[src/rtl/btn_event_if.sv]
// Event port bundle between the button event scheduler and the UI consumer.
// master = scheduler side, slave = consumer/stimulus side.
interface btn_event_if #(
    parameter int N_BTN  = 4,
    parameter int CHAN_W = (N_BTN > 1) ? $clog2(N_BTN) : 1
);
    logic [N_BTN-1:0]  db_in;
    logic              evt_valid;
    logic              evt_ready;
    logic [CHAN_W-1:0] evt_chan;
    logic [1:0]        evt_code;
    logic [N_BTN-1:0]  ovf;
    logic [N_BTN-1:0]  ovf_clr;

    modport master (
        input  db_in, evt_ready, ovf_clr,
        output evt_valid, evt_chan, evt_code, ovf
    );

    modport slave (
        output db_in, evt_ready, ovf_clr,
        input  evt_valid, evt_chan, evt_code, ovf
    );
endinterface

[src/rtl/btn_event_ctrl.sv]
// Classifies debounced button levels into PRESS/RELEASE/LONG/REPEAT events and
// funnels them through one round-robin arbitrated valid/ready port.
//   state   | meaning
//   IDLE    | button released, waiting for press
//   PRESSED | pressed, hold timer counting down to LONG
//   HELD    | LONG issued, repeat timer counting down to each REPEAT
module btn_event_ctrl #(
    parameter int CLK_FREQ_HZ = 50_000_000,
    parameter int N_BTN       = 4,
    parameter int LONG_MS     = 1000,
    parameter int REPEAT_MS   = 200
) (
    input  logic       clk,
    input  logic       rst,
    btn_event_if.master bus
);
    localparam int TICK_DIV = CLK_FREQ_HZ / 1000;
    localparam int TW       = $clog2(TICK_DIV);
    localparam int CW       = (N_BTN > 1) ? $clog2(N_BTN) : 1;

    localparam logic [1:0] EV_PRESS   = 2'd0;
    localparam logic [1:0] EV_RELEASE = 2'd1;
    localparam logic [1:0] EV_LONG    = 2'd2;
    localparam logic [1:0] EV_REPEAT  = 2'd3;

    typedef enum logic [1:0] {IDLE, PRESSED, HELD} btn_state_t;

    logic [TW-1:0] presc;
    logic          ms_tick;

    assign ms_tick = (presc == TW'(TICK_DIV - 1));

    always_ff @(posedge clk) begin
        if (rst || ms_tick) presc <= '0;
        else                presc <= presc + TW'(1);
    end

    btn_state_t               state_q [N_BTN];
    btn_state_t               state_d [N_BTN];
    logic [N_BTN-1:0][15:0]   hold_q, hold_d;
    logic [N_BTN-1:0][15:0]   rep_q, rep_d;
    logic [N_BTN-1:0]         raise;
    logic [N_BTN-1:0][1:0]    raise_code;

    // Timers are down-counters: loaded with the full interval and firing when a
    // tick arrives at a count of 1, which matches an up-count reaching the limit.
    always_comb begin
        for (int i = 0; i < N_BTN; i++) begin
            state_d[i]    = state_q[i];
            hold_d[i]     = hold_q[i];
            rep_d[i]      = rep_q[i];
            raise[i]      = 1'b0;
            raise_code[i] = EV_PRESS;
            case (state_q[i])
                IDLE: begin
                    if (bus.db_in[i]) begin
                        state_d[i] = PRESSED;
                        raise[i]   = 1'b1;
                        hold_d[i]  = 16'(LONG_MS);
                    end
                end
                PRESSED: begin
                    if (!bus.db_in[i]) begin
                        state_d[i]    = IDLE;
                        raise[i]      = 1'b1;
                        raise_code[i] = EV_RELEASE;
                    end else if (ms_tick) begin
                        if (hold_q[i] == 16'd1) begin
                            state_d[i]    = HELD;
                            raise[i]      = 1'b1;
                            raise_code[i] = EV_LONG;
                            rep_d[i]      = 16'(REPEAT_MS);
                        end else begin
                            hold_d[i] = hold_q[i] - 16'd1;
                        end
                    end
                end
                HELD: begin
                    if (!bus.db_in[i]) begin
                        state_d[i]    = IDLE;
                        raise[i]      = 1'b1;
                        raise_code[i] = EV_RELEASE;
                    end else if (ms_tick) begin
                        if (rep_q[i] == 16'd1) begin
                            raise[i]      = 1'b1;
                            raise_code[i] = EV_REPEAT;
                            rep_d[i]      = 16'(REPEAT_MS);
                        end else begin
                            rep_d[i] = rep_q[i] - 16'd1;
                        end
                    end
                end
                default: state_d[i] = IDLE;
            endcase
        end
    end

    always_ff @(posedge clk) begin
        for (int i = 0; i < N_BTN; i++) begin
            if (rst) begin
                state_q[i] <= IDLE;
                hold_q[i]  <= '0;
                rep_q[i]   <= '0;
            end else begin
                state_q[i] <= state_d[i];
                hold_q[i]  <= hold_d[i];
                rep_q[i]   <= rep_d[i];
            end
        end
    end

    logic [N_BTN-1:0]      pend_vld;
    logic [N_BTN-1:0][1:0] pend_code;
    logic [N_BTN-1:0]      grant;
    logic [N_BTN-1:0]      drop;
    logic [CW-1:0]         ptr;
    logic [CW-1:0]         sel;
    logic                  found;
    logic                  load;

    assign load = !bus.evt_valid || bus.evt_ready;

    // Search starts one past the last grant so every channel gets a turn.
    always_comb begin
        found = 1'b0;
        sel   = ptr;
        for (int k = 1; k <= N_BTN; k++) begin
            if (!found && pend_vld[(int'(ptr) + k) % N_BTN]) begin
                found = 1'b1;
                sel   = CW'((int'(ptr) + k) % N_BTN);
            end
        end
    end

    always_comb begin
        grant = '0;
        if (load && found) grant[sel] = 1'b1;
    end

    assign drop = raise & pend_vld & ~grant;

    always_ff @(posedge clk) begin
        if (rst) begin
            pend_vld  <= '0;
            pend_code <= '0;
            bus.ovf   <= '0;
        end else begin
            for (int i = 0; i < N_BTN; i++) begin
                if (raise[i] && (!pend_vld[i] || grant[i])) begin
                    pend_vld[i]  <= 1'b1;
                    pend_code[i] <= raise_code[i];
                end else if (grant[i]) begin
                    pend_vld[i] <= 1'b0;
                end
            end
            bus.ovf <= (bus.ovf & ~bus.ovf_clr) | drop;
        end
    end

    always_ff @(posedge clk) begin
        if (rst) begin
            bus.evt_valid <= 1'b0;
            bus.evt_chan  <= '0;
            bus.evt_code  <= '0;
            ptr           <= '0;
        end else if (load) begin
            bus.evt_valid <= found;
            if (found) begin
                bus.evt_chan <= sel;
                bus.evt_code <= pend_code[sel];
                ptr          <= sel;
            end
        end
    end
endmodule

[src/flat_wrapper.sv]
// flat-port wrapper written by rule: the top's interface ports become plain ports
module btn_event_ctrl_flat 
#(
    parameter int CLK_FREQ_HZ = 50_000_000,
    parameter int N_BTN       = 4,
    parameter int LONG_MS     = 1000,
    parameter int REPEAT_MS   = 200
)
  (clk, rst, bus_db_in, bus_evt_ready, bus_ovf_clr, bus_evt_valid, bus_evt_chan, bus_evt_code, bus_ovf);
  btn_event_if #(.N_BTN(N_BTN)) bus_i ();
  input  logic clk;
  input  logic rst;
  input wire logic [$bits(bus_i.db_in)-1:0] bus_db_in;
  input wire logic [$bits(bus_i.evt_ready)-1:0] bus_evt_ready;
  input wire logic [$bits(bus_i.ovf_clr)-1:0] bus_ovf_clr;
  output wire logic [$bits(bus_i.evt_valid)-1:0] bus_evt_valid;
  output wire logic [$bits(bus_i.evt_chan)-1:0] bus_evt_chan;
  output wire logic [$bits(bus_i.evt_code)-1:0] bus_evt_code;
  output wire logic [$bits(bus_i.ovf)-1:0] bus_ovf;
  assign bus_i.db_in = bus_db_in;
  assign bus_i.evt_ready = bus_evt_ready;
  assign bus_i.ovf_clr = bus_ovf_clr;
  assign bus_evt_valid = bus_i.evt_valid;
  assign bus_evt_chan = bus_i.evt_chan;
  assign bus_evt_code = bus_i.evt_code;
  assign bus_ovf = bus_i.ovf;
  btn_event_ctrl #(.CLK_FREQ_HZ(CLK_FREQ_HZ), .N_BTN(N_BTN), .LONG_MS(LONG_MS), .REPEAT_MS(REPEAT_MS)) u_core (.clk(clk), .rst(rst), .bus(bus_i));
endmodule
[config.mk]
export PLATFORM = sky130hd
export DESIGN_NAME = btn_event_ctrl_flat
export DESIGN_NICKNAME = d
export VERILOG_FILES = /design/src/rtl/btn_event_if.sv /design/src/rtl/btn_event_ctrl.sv /design/src/flat_wrapper.sv
export SDC_FILE = /design/constraint.sdc
export NUM_CORES = 1
export LEC_CHECK = 0
export ABC_AREA = 1
export ABC_CLOCK_PERIOD_IN_PS = 3150
export BUFFER_PORTS_ARGS = -buffer_cell sky130_fd_sc_hd__buf_2
export CAP_MARGIN = 5
export CORE_MARGIN = 1
export CORE_UTILIZATION = 30
export DETAILED_ROUTE_END_ITERATION = 6
export SETUP_SLACK_MARGIN = 0.2
export SYNTH_ARGS = -nofsm -noshare
export SYNTH_HDL_FRONTEND = slang
export SYNTH_SLANG_ARGS = --single-unit
[constraint.sdc]
create_clock -name clk -period 3.15 [get_ports clk]
set_input_delay 0.7875 -clock clk [delete_from_list [all_inputs] [get_ports clk]]
set_output_delay 0.7875 -clock clk [all_outputs]
set_load 0.02 [all_outputs]
Word level (Yosys, flattened, before mapping)
Memories as Yosys holds them, arrays and structs flattened.
Cells that the tools add are included.
{"block": "totals", "regBits": 165, "mem_bits_rw": 8, "inputBits": 11, "output_inout_bits": 9, "elab_cells": 324, "n_memories": 1}
{"memory": "u_core.state_q", "depth": 4, "width": 2, "rd": 4, "rd_clocked_by_memory_dff": 0, "wr": 4, "line": "btn_event_ctrl.sv:38", "source": "btn_state_t state_q [N_BTN];"}
{"block": "op_classes", "addsub": 13, "n_lt_le_gt_ge": 6, "n_eq_ne": 45, "muxes": 172, "bitwise_logic": 14, "reduce_logical": 52}
{"cell": "16-bit two-way mux", "count": 40}
{"cell": "16-bit case mux with 2 select lines", "count": 8}
{"cell": "16-bit by 1-bit equality test with 1-bit output, second input constant", "count": 8}
{"cell": "16-bit by 1-bit subtractor with 16-bit output, second input constant", "count": 8}
{"cell": "2-bit two-way mux", "count": 53}
{"cell": "1-bit two-way mux", "count": 52}
{"cell": "2-bit != test, second input constant", "count": 16}
{"cell": "2-bit by 1-bit != test with 1-bit output, second input constant", "count": 12}
{"cell": "2-bit case mux with 3 select lines", "count": 4}
{"cell": "6-bit AND reduction", "count": 4}
{"cell": "2-bit nonzero test", "count": 12}
{"cell": "5-bit AND reduction", "count": 4}
{"cell": "16-bit by 1-bit adder with 16-bit output, second input constant", "count": 1}
{"cell": "16-bit equality test, second input constant", "count": 1}
{"cell": "3-bit by 4-bit less-than comparator with 1-bit output, second input constant", "count": 4}
{"cell": "2-bit case mux with 2 select lines", "count": 4}
{"cell": "4-bit bitwise AND", "count": 3}
{"cell": "1-bit case mux with 3 select lines", "count": 4}
{"cell": "1-bit logical AND", "count": 9}
{"cell": "1-bit binary-select mux with 2-bit select", "count": 4}
{"cell": "2-bit by 1-bit equality test with 1-bit output, second input constant", "count": 4}
{"cell": "2-bit equality test, second input constant", "count": 4}
{"cell": "1-bit zero test", "count": 8}
{"cell": "2-bit zero test", "count": 4}
{"cell": "other kinds (14)", "count": 31}

Longest topological paths before layout
{"block": "depth", "ltp_word": 24, "depth_mapped": 17, "mapped_depth_nobuf": 16}

Least setup slack after synthesis
No wires, ideal clock.
{"block": "synth_timing", "path_type": "in2reg", "startpoint": "input port bus_db_in[1]", "endpoint": "register u_core.rep_q[26] in the netlist's numbering", "setup_time_ns": 0.064, "t_arrival_ns": 1.866, "required_time_ns": 3.086, "slack_ns": 1.219, "cell_stages": 9, "path_buffers": 1, "cell_sequence": "clkbuf_1 -> nand2_1 -> nand2_1 -> nand3_4 -> nor2_2 -> nand3_1 -> o21ai_1 -> nand3_1 -> nor2_1"}
{"block": "synth_between", "elab_chain_len": 2, "word_cells_on_any_way": 3, "cone_classes": "eq/ne: 2; reduce/logical: 1"}
{"element": "start, declared", "line": "flat_wrapper.sv:13", "source": "input wire logic [$bits(bus_i.db_in)-1:0] bus_db_in;"}
{"element": "2-bit != test (no source line)"}
{"element": "6-bit AND reduction (no source line) (*)"}
{"element": "end signal, assigned by index", "line": "btn_event_ctrl.sv:107", "source": "rep_q[i] <= rep_d[i];"}
{"element": "end, declared", "line": "btn_event_ctrl.sv:41", "source": "logic [N_BTN-1:0][15:0] rep_q, rep_d;"}
Every way passes the cells marked *; elsewhere a longest branch is shown, timed or not.
A chain may end at the register's enable or synchronous reset.

==> run metrics <==
result of the run=finished, final reports clean; ordered cell list for the critical path=inv_1 > ha_1 > inv_1 > a21oi_1 > o21ai_2 > nor2_4 > inv_1 > o21ai_0 > inv_1 > o21ai_0 > nor2_1; Max FO, Critical Path=14; initial antenna violation count=1; max cap viols=0; fraction of the cycle the final worst path needs=83.1%; data arrival time of the critical path=2.95 ns; Initial Util=30.6%; number of ports placed on the die boundary=20; total of flip-flops plus latches after synthesis=173; CP most frequent cell=inv_1; global placer's final weighted congestion=0.867; switching share of power=40.7%; hold violation total from the final report=0; number of detailed-routing iterations run before antenna repair=7; Bufs on Longest Clock Path=2; CTS hold repair buffers=0; Post-Syn Nets=1649; CTS tree=done; Crit path largest cell delay=0.35 ns; CTS clock-pin slew for the worst setup and hold paths=0.07 ns; count of input and output buffers=19; vias after detailed routing=10082; via count of the first global-routing pass=9163; Chip Width=190 microns; post-CTS repair timing setup buffer count=0; largest area contributor in the synthesized netlist=dfxtp_1; Placement Cell Area=0.0111 sq mm; class of the most critical setup path=flip-flop to flip-flop; highest clock rate=0.382 GHz; power spent charging and discharging nets=3.06 mW; startpoint class of the critical path=flip-flop; Comb power frac=37.5%; average routed wire per standard cell=11.9 microns; type of the tightest min-delay check=flip-flop to flip-flop; number of CTS-inserted buffers=17; number of distinct standard cells referenced by the synthesized netlist=54; die area=0.0359 sq mm; NumNets Final=1658; post-synthesis sequential area ratio=32.8%; crit path capture type=flip-flop; minimum hold slack=0.456 ns; pin count of the biggest net entering global routing=93; share of the synthesized area in the top cell type=32.8%; slew at the pin closest to its max-slew limit=0.855 ns; count of final max-slew check failures=0; initial DRC count=550; setup clock skew after layout=0.0106 ns; Synth top cells by count=nand2_1 (349), nor2_1 (247), dfxtp_1 (173); EDFF count, synth=0; # DRC=0; y dimension of the die=190 microns; Setup TNS Final=0 ns; Crit-path slowest cell=ha_1; vias per std cell=4.84; areal power density over the cells=646 mW/mm^2; total global routing track utilization=14.2%; area of the mapped netlist=0.0106 sq mm; cell types with the largest area share after synthesis=dfxtp_1 (33%), nand2_1 (12%), nor2_1 (8.8%), a21oi_1 (6.3%), inv_1 (5.9%); relative max-transition margin=42.5%; clock latency at the later pin of the worst-skew pair=0.44 ns; total congestion overflow after global routing=0; gate count after technology mapping=1605; Area Growth Syn to Fin=10.5%; DP HPWL=18.3 mm; Detailed Route WL=24.8 mm; post-synthesis average cell area=6.58 sq um; number of levels the H-tree was split into=4; clock network power share=26.9%; final setup fails=0; Synth warnings=0; number of antenna repair diodes=0; Design Area, Final=0.0117 sq mm; Root Driver=clkbuf_16; cell class contributing the biggest share of worst-path delay=buffers and inverters; final total power=7.53 mW; Power Internal=4.47 mW; Leakage=5.04 nW; Worst EP required=3.48 ns; wire length of the first global-routing pass=42.9 mm; unrepaired setup endpoints after global routing=no; placeable core region=0.0345 sq mm; clock sink count=173; count leader, synth=nand2_1; Critical path buffers and inverters=4; post_cts resized=0; fraction of synthesis flops using an asynchronous set or reset pin=0%; prevailing post-synth register cell=dfxtp_1; std cell rows=68; minimum clock period after layout=2.62 ns; remaining antenna violation count=0; share of layout cells above drive strength 1=9.04%; maximum vdd ir drop=0.000283 V; proportion of power drawn by flip-flops and latches=35.6%
-- area by class of cell --
cell class | count | area, sq um
clock inverters | 12 | 106
repair buffers | 27 | 170
multi-input cells | 1210 | 6200
inverters | 185 | 699
fillers | 3770 | 22900
clock buffers | 19 | 453
flip-flops and latches | 173 | 3460
well taps | 455 | 569
-- registers in the layout (all words and copies together), names as in the netlist --
name	count
u_core.pend_code	8
u_core.state_q	8
u_core.pend_vld	4
u_core.bus.evt_chan	2
u_core.presc	16
u_core.hold_q	64
u_core.bus.evt_code	2
u_core.rep_q	64
u_core.bus.ovf	4
u_core.bus.evt_valid	1
-- layout by cell type (no fill, tap or decap), types with 4 or more instances in the layout --
| cell | n |
|---|---|
| xor2_1 | 42 |
| nor3_2 | 5 |
| nor2_4 | 4 |
| dfxtp_1 | 173 |
| nand2_2 | 17 |
| nor2_1 | 247 |
| nand2_1 | 349 |
| buf_4 | 8 |
| inv_1 | 167 |
| clkinv_4 | 4 |
| a211oi_1 | 7 |
| xnor2_1 | 16 |
| nor3_1 | 52 |
| nor2_2 | 12 |
| clkbuf_16 | 17 |
| o21ai_2 | 4 |
| nand3_1 | 113 |
| nand4_1 | 36 |
| nand3b_1 | 5 |
| ha_1 | 33 |
| nor4_1 | 16 |
| o21ai_0 | 54 |
| inv_2 | 14 |
| or2_2 | 16 |
| buf_2 | 18 |
| a21oi_1 | 133 |
| a31oi_1 | 6 |
-- logic make-up (layout without fill, tap and decap cells) --
| kind of cell | Yosys count | count (layout) | share of synthesized area (%) |
|---|---|---|---|
| buf+inv | 222 | 243 | 8.47 |
| fa+ha+maj | 33 | 33 | 3.91 |
| flops | 173 | 173 | 32.8 |
| xor+xnor | 58 | 58 | 4.81 |
| compound gates | 224 | 224 | 11.7 |
| simple gates | 895 | 895 | 38.3 |
-- power groups by stage --
stage          Clock [mW]  Sequential (mW)  Combinational (mW)
5_1_grt              2.18             2.73                3.24
6_report             2.03             2.69                2.82
4_1_cts              2.09             2.68                2.81
3_5_place_dp            0             2.73                2.80
3_3_place_gp            0             2.73                2.77
2_1_floorplan           0             2.69                2.27
-- per-layer routing --
layer / vias to the layer above / wire length (microns) / global-route usage, %
met5: - / 11 / 0
met3: 32 / 881 / 2.60
met1: 4631 / 12400 / 19.0
met4: 2 / 338 / 4.31
li1: 5234 / - / -
met2: 183 / 11200 / 23.2
-- per-stage QoR --
stage / utilization, % / cells / setup slack (ns)
after floorplan: - / 1605 / 1.22
after CTS: 33.8 / 2081 / 0.602
after global placement: 32.1 / 2050 / 0.703
after detailed placement: 32.1 / 2050 / 0.628
after global routing: 33.8 / 2081 / 0.303
final: 33.8 / 2081 / 0.533
-- final timing paths --
check,slack (ns),endpoint,startpoint,depth (start not counted)
worst max register to register,0.53,u_core.hold_q[10]$_SDFFE_PP0P_,u_core.state_q[0][1]$_SDFFE_PP0P_,11
worst min register to register,0.46,u_core.presc[0]$_SDFF_PP0_,u_core.presc[0]$_SDFF_PP0_,1
worst min-delay path,0.46,u_core.presc[0]$_SDFF_PP0_,u_core.presc[0]$_SDFF_PP0_,1
worst max-delay path,0.53,u_core.hold_q[10]$_SDFFE_PP0P_,u_core.state_q[0][1]$_SDFFE_PP0P_,11
Power figures use the tool's default switching activity.
